<file path="src/rtl/sipo_frame_receiver.sv">
// Serial frame receiver: start bit, N data bits MSB-first, optional even parity, then a stop bit (0).
// The assembled word is presented on a valid/ready port. Define PARITY_EN to enable the parity bit.
module sipo_frame_receiver #(
  parameter int N = 8
) (
  input  logic         clk,
  input  logic         reset,
  input  logic         serial_in,
  input  logic         bit_en,
  output logic [N-1:0] out_data,
  output logic         out_valid,
  input  logic         out_ready,
  output logic         busy,
  output logic         frame_err,
  output logic         overrun,
  output logic         parity_err
);

  localparam int CW = $clog2(N) + 1;
  localparam logic [CW-1:0] LAST_BIT = CW'(N - 1);

`ifdef PARITY_EN
  typedef enum logic [1:0] {IDLE, DATA, PARITY, STOP} state_t;
`else
  typedef enum logic [1:0] {IDLE, DATA, STOP} state_t;
`endif

  state_t          state_q;
  logic [N-1:0]    shift_q;
  logic [N-1:0]    shift_d;
  logic [CW-1:0]   count_q;
  logic [N-1:0]    out_data_q;
  logic            out_valid_q;
  logic            frame_err_q;
  logic            overrun_q;
  logic            parity_bad;

  assign shift_d = {shift_q[N-2:0], serial_in};

`ifdef PARITY_EN
  logic parity_q;
  logic parity_err_q;
  // Even parity: data bits plus parity bit must XOR to zero.
  assign parity_bad = ^{shift_q, parity_q};
  assign parity_err = parity_err_q;
`else
  assign parity_bad = 1'b0;
  assign parity_err = 1'b0;
`endif

  always_ff @(posedge clk) begin
    if (reset) begin
      state_q     <= IDLE;
      shift_q     <= '0;
      count_q     <= '0;
      out_data_q  <= '0;
      out_valid_q <= 1'b0;
      frame_err_q <= 1'b0;
      overrun_q   <= 1'b0;
`ifdef PARITY_EN
      parity_q     <= 1'b0;
      parity_err_q <= 1'b0;
`endif
    end else begin
      frame_err_q <= 1'b0;
      overrun_q   <= 1'b0;
`ifdef PARITY_EN
      parity_err_q <= 1'b0;
`endif
      // A completed transfer clears valid; a word loading below in the same cycle overrides this.
      if (out_valid_q && out_ready) begin
        out_valid_q <= 1'b0;
      end
      if (bit_en) begin
        case (state_q)
          IDLE: begin
            if (serial_in) begin
              state_q <= DATA;
              count_q <= '0;
            end
          end
          DATA: begin
            shift_q <= shift_d;
            count_q <= count_q + 1'b1;
            if (count_q == LAST_BIT) begin
`ifdef PARITY_EN
              state_q <= PARITY;
`else
              state_q <= STOP;
`endif
            end
          end
`ifdef PARITY_EN
          PARITY: begin
            parity_q <= serial_in;
            state_q  <= STOP;
          end
`endif
          STOP: begin
            state_q <= IDLE;
            if (serial_in) begin
              frame_err_q <= 1'b1;
            end else if (parity_bad) begin
`ifdef PARITY_EN
              parity_err_q <= 1'b1;
`endif
            end else if (out_valid_q && !out_ready) begin
              overrun_q <= 1'b1;
            end else begin
              out_data_q  <= shift_q;
              out_valid_q <= 1'b1;
            end
          end
          default: state_q <= IDLE;
        endcase
      end
    end
  end

  assign out_data  = out_data_q;
  assign out_valid = out_valid_q;
  assign busy      = (state_q != IDLE);
  assign frame_err = frame_err_q;
  assign overrun   = overrun_q;

endmodule

</file>
<file path="config.mk">
export PLATFORM = sky130hd
export DESIGN_NAME = sipo_frame_receiver
export DESIGN_NICKNAME = d
export VERILOG_FILES = /design/src/rtl/sipo_frame_receiver.sv
export SDC_FILE = /design/constraint.sdc
export NUM_CORES = 1
export LEC_CHECK = 0
export ABC_AREA = 1
export CAP_MARGIN = 25
export CORE_MARGIN = 10
export CORE_UTILIZATION = 25
export DETAILED_ROUTE_END_ITERATION = 10
export HOLD_SLACK_MARGIN = 0.03
export PLACE_DENSITY_LB_ADDON = 0.1
export REMOVE_ABC_BUFFERS = 1
export SLEW_MARGIN = 20
export SYNTH_ARGS = -nofsm -noshare
export SYNTH_HDL_FRONTEND = slang
export SYNTH_SLANG_ARGS = --single-unit
</file>
<file path="constraint.sdc">
create_clock -name clk -period 1.24 [get_ports clk]
set_clock_uncertainty 0.1 [all_clocks]
set_input_delay 0.372 -clock clk [delete_from_list [all_inputs] [get_ports clk]]
set_output_delay 0.372 -clock clk [all_outputs]
set_load 0.05 [all_outputs]
</file>
==> results.sh, run 1 <==
export IMPL_grt_pass1_wl_um=4580
export IMPL_crit_fanout=2
export IMPL_synth_cell_types=18
export IMPL_min_period_over_period=1.11
export IMPL_ctsLongestPathBuffers=2
export IMPL_timing_final_ws_setup_ns=-0.137
export IMPL_final_util=0.438
export IMPL_failed_checks="setup timing"
export IMPL_drc_errors=0
export IMPL_dr_total_vias=1022
export IMPL_power_density_nw_per_um2=883
export IMPL_design_area_um2=1740
export IMPL_grt_start_max_net_pins=14
export IMPL_status="finished, violations left"
export IMPL_final_antenna_net_count=0
export IMPL_initial_utilization=0.256
export IMPL_ys_ff_latch=25
export IMPL_n_antenna_cell=0
export IMPL_avgSynthCellArea_um2=7.43
export IMPL_place_area_um2=1420
export IMPL_die_area_um2=7030
export IMPL_core_um2=3970
export IMPL_crit_path_end_kind="output port"
export IMPL_drtIter0Drc=28
export IMPL_cts_max_level=1
export IMPL_crit_arrival_ns=0.90
export IMPL_io_pins=18
export IMPL_place_hpwl_um=1820
export IMPL_hold_buffers=0
export IMPL_maxCapViolCount=0
export IMPL_hold_class="flip-flop to flip-flop"
export IMPL_clkSinkCount=25
export IMPL_period_needed_ns=1.38
export IMPL_gp_congestion=0.852
export IMPL_grt_antenna_before_repair=0
export IMPL_timing_final_hold_violations=0
export IMPL_path_clk_slew_ns=0.09
export IMPL_cts_made_buffers=3
export IMPL_ir_drop_uv=427
export IMPL_wl_um=2810
export IMPL_syn_inst=137
export IMPL_clock_latency_ns=0.27
export IMPL_finalSetupViolCount=23
export IMPL_dp_slack_ns=-0.595
export IMPL_drive_above_1_share=0.544
export IMPL_dieWidth_um=83.8
export IMPL_grt_setup_unrepaired="true"
export IMPL_timing_fmax_ghz=0.726
export IMPL_synth_warnings=0
export IMPL_nets=178
export IMPL_grt_overflow_total=0
export IMPL_crit_type="flip-flop to output port"
export IMPL_ys_flop_type="dfxtp_1"
export IMPL_drv_slew=0
export IMPL_synth_area_um2=1020
export IMPL_wire_per_inst_um=12.7
export IMPL_fp_dieH_um=83.8
export IMPL_grtUsageTotal=0.0766
export IMPL_synth_edf_count=0
export IMPL_areaGrowthSynthToFinish_pct=70.6
export IMPL_clockRootBuffer="clkbuf_8"
export IMPL_async_flop_share=0
export IMPL_cp_data_required_time_ns=0.77
export IMPL_viasPerCell=4.62
export IMPL_seq_area_frac_synth=0.491
export IMPL_worstSetupStartpointType="flip-flop"
export IMPL_leakagePower_nw=0.680
export IMPL_first_pass_iters=4
export IMPL_cts_tree="done"
export IMPL_grt_pass1_vias=995
export IMPL_std_cell_rows=23
export IMPL_port_buffers=16
stage by stage:
step,instances,TNS [ns],total power (W),hold WS (ns)
3_3_place_gp,208,-12.30,0.00101,0.362
6_report,221,-1.59,0.00153,0.392
4_1_cts,218,-0.970,0.00153,0.389
2_1_floorplan,131,-1.16,0.000916,0.335
3_5_place_dp,208,-12.36,0.00101,0.367
5_1_grt,221,-3.32,0.00161,0.418
cells by family (layout without fill, tap and decap cells):
group           Yosys count  in the layout  share of synthesized area
other cells               1              1                    0.00368
simple gates             70             70                      0.303
fa+ha+maj                 1              1                     0.0123
flops                    25             25                      0.491
buf+inv                  17             51                     0.0762
compound gates           23             23                      0.113
where the power goes:
| part | switching, W | internal (W) |
|---|---|---|
| registers | 0.0000109 | 0.000809 |
| logic | 0.000133 | 0.0000955 |
| clock network | 0.000255 | 0.000230 |
| total | 0.000399 | 0.00113 |
repair_timing:
item                       CTS  global route
setup endpoints to repair   36            34
gates resized for setup     47            32
pin swaps                   20            17
setup buffers                7             3
cell type report:
class,count,area [um2]
clock buffers,4,45.0
fillers,396,2230
flip-flops and latches,25,522
repair buffers,36,462
inverters,11,46.3
well taps,50,62.6
multi-input cells,95,601
worst max-delay path: stages (launching register included):
cell     delay (ns)
dfxtp_4        0.36
nor2_4         0.09
inv_2          0.05
buf_12         0.14
layout by cell type, fill, tap and decap left out, drive strengths merged:
cell type / instances
a21oi: 13
buf: 32
clkbuf: 5
clkdlybuf4s50: 1
conb: 1
dfxtp: 25
dlygate4sd2: 1
dlymetal6s2s: 1
ha: 1
inv: 11
nand2: 22
nand3: 17
nor2: 29
nor3: 2
o21ai: 10
path summary, 6_finish.rpt:
| kind | to | cells past startpoint | startpoint | slack, ns |
|---|---|---|---|---|
| max | busy | 3 | state_q[0] | -0.14 |
| min | shift_q[3] | 2 | shift_q[2] | 0.39 |
| max reg2reg | shift_q[1] | 7 | state_q[0] | -0.10 |
| min reg2reg | shift_q[3] | 2 | shift_q[2] | 0.39 |
synthesized netlist by cell type (2+ instances only):
master    count  share of area
inv_2         2         0.0074
nor2_1       26          0.096
inv_1         9          0.033
buf_2         2         0.0098
nor3_1        2         0.0098
nor2_4        2          0.022
clkbuf_1      2         0.0074
dfxtp_1      25           0.49
o21ai_0      10          0.049
nand2_1      22          0.081
a21oi_1      13          0.064
nand3_1      16          0.079
state kept, by name, indices dropped and copies added, names as in the netlist:
signal and cells:
overrun 1, state_q 2, frame_err 1, shift_q 8, out_valid 1, out_data 8, count_q 4
per-layer routing:
layer  routed length [um]  track usage  vias to the layer above
met5                    0            0                        -
met4                   63       0.0350                        0
met3                  189       0.0342                        7
met2                 1400        0.125                       20
met1                 1160       0.0825                      487
li1                     -            -                      508
Note: power is estimated with default switching activity, not from simulation.
==> inputs of run 2 (changes only) <==
--- a/config.mk
+++ b/config.mk
@@ -7,6 +7,8 @@
 export LEC_CHECK = 0
 export ABC_AREA = 1
 export CAP_MARGIN = 25
+export CELL_PAD_IN_SITES_DETAIL_PLACEMENT = 1
+export CELL_PAD_IN_SITES_GLOBAL_PLACEMENT = 2
 export CORE_MARGIN = 10
 export CORE_UTILIZATION = 25
 export DETAILED_ROUTE_END_ITERATION = 10
==> run 2 against run 1 <==
Compared with the run above:
- the run still ends with setup timing left
- core utilization decreased by 1.5 points
- cell area decreased by 3.4%
- routed wire length increased by 6.1%
- register-to-register slack got worse by 0.04 ns
- clock-buffer cell count decreased by 1
- total power increased by 0.77%
- critical path type unchanged
==> results.sh, run 2 (same netlist as run 1, synthesis figures left out) <==
export IMPL_status="finished, violations left"
export IMPL_failed_checks="setup timing"
export IMPL_finalSetupViolCount=21
export IMPL_place_hpwl_um=2140
export IMPL_grt_pass1_wl_um=5150
export IMPL_use_met3=0.0244
export IMPL_crit_type="flip-flop to output port"
export IMPL_slowest_delay_ns=0.37
export IMPL_period_needed_ns=1.41
export IMPL_port_buffers=16
export IMPL_min_period_over_period=1.14
export IMPL_grtUsageTotal=0.0877
export IMPL_n_antenna_cell=0
export IMPL_timing_fmax_ghz=0.708
export IMPL_grt_overflow_total=0
export IMPL_fp_dieH_um=83.8
export IMPL_timing_final_hold_violations=0
export IMPL_clockRootBuffer="clkbuf_8"
export IMPL_grt_antenna_before_repair=0
export IMPL_cts_max_level=1
export IMPL_power_density_nw_per_um2=921
export IMPL_slowest_stage="dfxtp_4"
export IMPL_busiest_layer="met2"
export IMPL_drc_errors=0
export IMPL_grt_pass1_vias=1047
export IMPL_drtIter0Drc=30
export IMPL_dr_total_vias=995
export IMPL_mostFrequentLayoutCells="nor2_1 (20), nand2_1 (20), dfxtp_1 (12), buf_12 (12), buf_4 (12)"
export IMPL_grt_start_max_net_pins=16
export IMPL_crit_fanout=2
export IMPL_cts_made_buffers=3
export IMPL_rrSetupSlack_ns=-0.14
export IMPL_ctsLongestPathBuffers=2
export IMPL_path_cells="nor2_4 -> inv_2 -> buf_12"
export IMPL_finalPower_w=0.00155
export IMPL_worstSetupStartpointType="flip-flop"
export IMPL_met1_usage=0.113
export IMPL_hold_buffers=0
export IMPL_leakagePower_nw=0.650
export IMPL_gp_congestion=0.736
export IMPL_core_um2=3970
export IMPL_initial_utilization=0.256
export IMPL_cp_data_required_time_ns=0.77
export IMPL_nets=175
export IMPL_wl_um=2980
export IMPL_drive_above_1_share=0.494
export IMPL_nFillCells=471
export IMPL_dp_slack_ns=-0.574
export IMPL_crit_path_end_kind="output port"
export IMPL_path_clk_slew_ns=0.09
export IMPL_met2_usage=0.134
export IMPL_drv_slew=0
export IMPL_first_pass_iters=4
export IMPL_dieWidth_um=83.8
export IMPL_clock_latency_ns=0.27
export IMPL_maxCapViolCount=0
export IMPL_clkSinkCount=25
export IMPL_ir_drop_uv=467
export IMPL_io_pins=18
export IMPL_die_area_um2=7030
export IMPL_crit_arrival_ns=0.94
export IMPL_areaGrowthSynthToFinish_pct=64.9
export IMPL_wire_per_inst_um=13.7
export IMPL_viasPerCell=4.56
export IMPL_grt_setup_unrepaired="true"
export IMPL_final_antenna_net_count=0
export IMPL_std_cell_rows=23
export IMPL_cts_tree="done"
export IMPL_hold_class="flip-flop to flip-flop"
export IMPL_timing_final_ws_setup_ns=-0.172
-- run 2: cell types whose count changed in the layout (fill, tap and decap cells not counted), moves of 2 or more --
cell,delta
buf_6,-2
o21ai_2,-6
nand2_2,-2
nand2_1,+2
a21oi_2,-3
a21oi_1,+3
o21ai_1,+5
-- run 2: cell type report --
cell class | instances | area [um2] | share of cell area
Tap cell | 50 | 62.6 | 0.0373
Inverter | 11 | 46.3 | 0.0276
Multi-Input combinational cell | 95 | 581 | 0.346
Timing Repair Buffer | 33 | 419 | 0.250
Sequential cell | 25 | 522 | 0.311
Clock buffer | 3 | 41.3 | 0.0246
Clock inverter | 1 | 7.51 | 0.00447
-- run 2: power breakdown --
group	internal, W	switching (W)
Clock	0.000228	0.000275
Sequential	0.000810	0.0000130
Combinational	0.0000893	0.000131
-- run 2: routing by layer --
layer  up-vias  share of wire
met5         -              0
met4         0         0.0081
met3         4          0.038
met2        14           0.47
met1       471           0.48
li1        506              -
-- run 2: stage by stage --
step                 util  hold WS, ns  setup TNS (ns)  area (um2)  cells
global route        0.423        0.416           -3.21        1680    218
CTS                 0.399        0.382           -1.14        1590    218
detailed placement  0.354        0.364          -12.36        1410    208
finish              0.423        0.382           -1.56        1680    218
floorplan               -        0.335           -1.16         982    131
global placement    0.354        0.361          -12.30        1410    208
-- run 2: worst paths after layout --
path / start / to / cells after the start
setup reg to reg: state_q[1] / shift_q[1] / 6
setup / recovery: state_q[1] / busy / 3
hold reg to reg: shift_q[7] / shift_q[7] / 2
hold / removal: shift_q[7] / shift_q[7] / 2
-- run 2: critical path: cells and delay by family (launching register included) --
family / cells / cell delay [ns]
buffers and inverters: 2 / 0.19
flip-flops: 1 / 0.37
AND/OR/NAND/NOR: 1 / 0.11
-- run 2: timing repair --
| action | in CTS | in global routing |
|---|---|---|
| gates cloned | 1 | 0 |
| pin swaps | 16 | 10 |
| endpoints found under the hold margin | 0 | 0 |
| gates resized for setup | 46 | 30 |
| endpoints found under the setup margin | 37 | 34 |
| setup buffers | 6 | 0 |
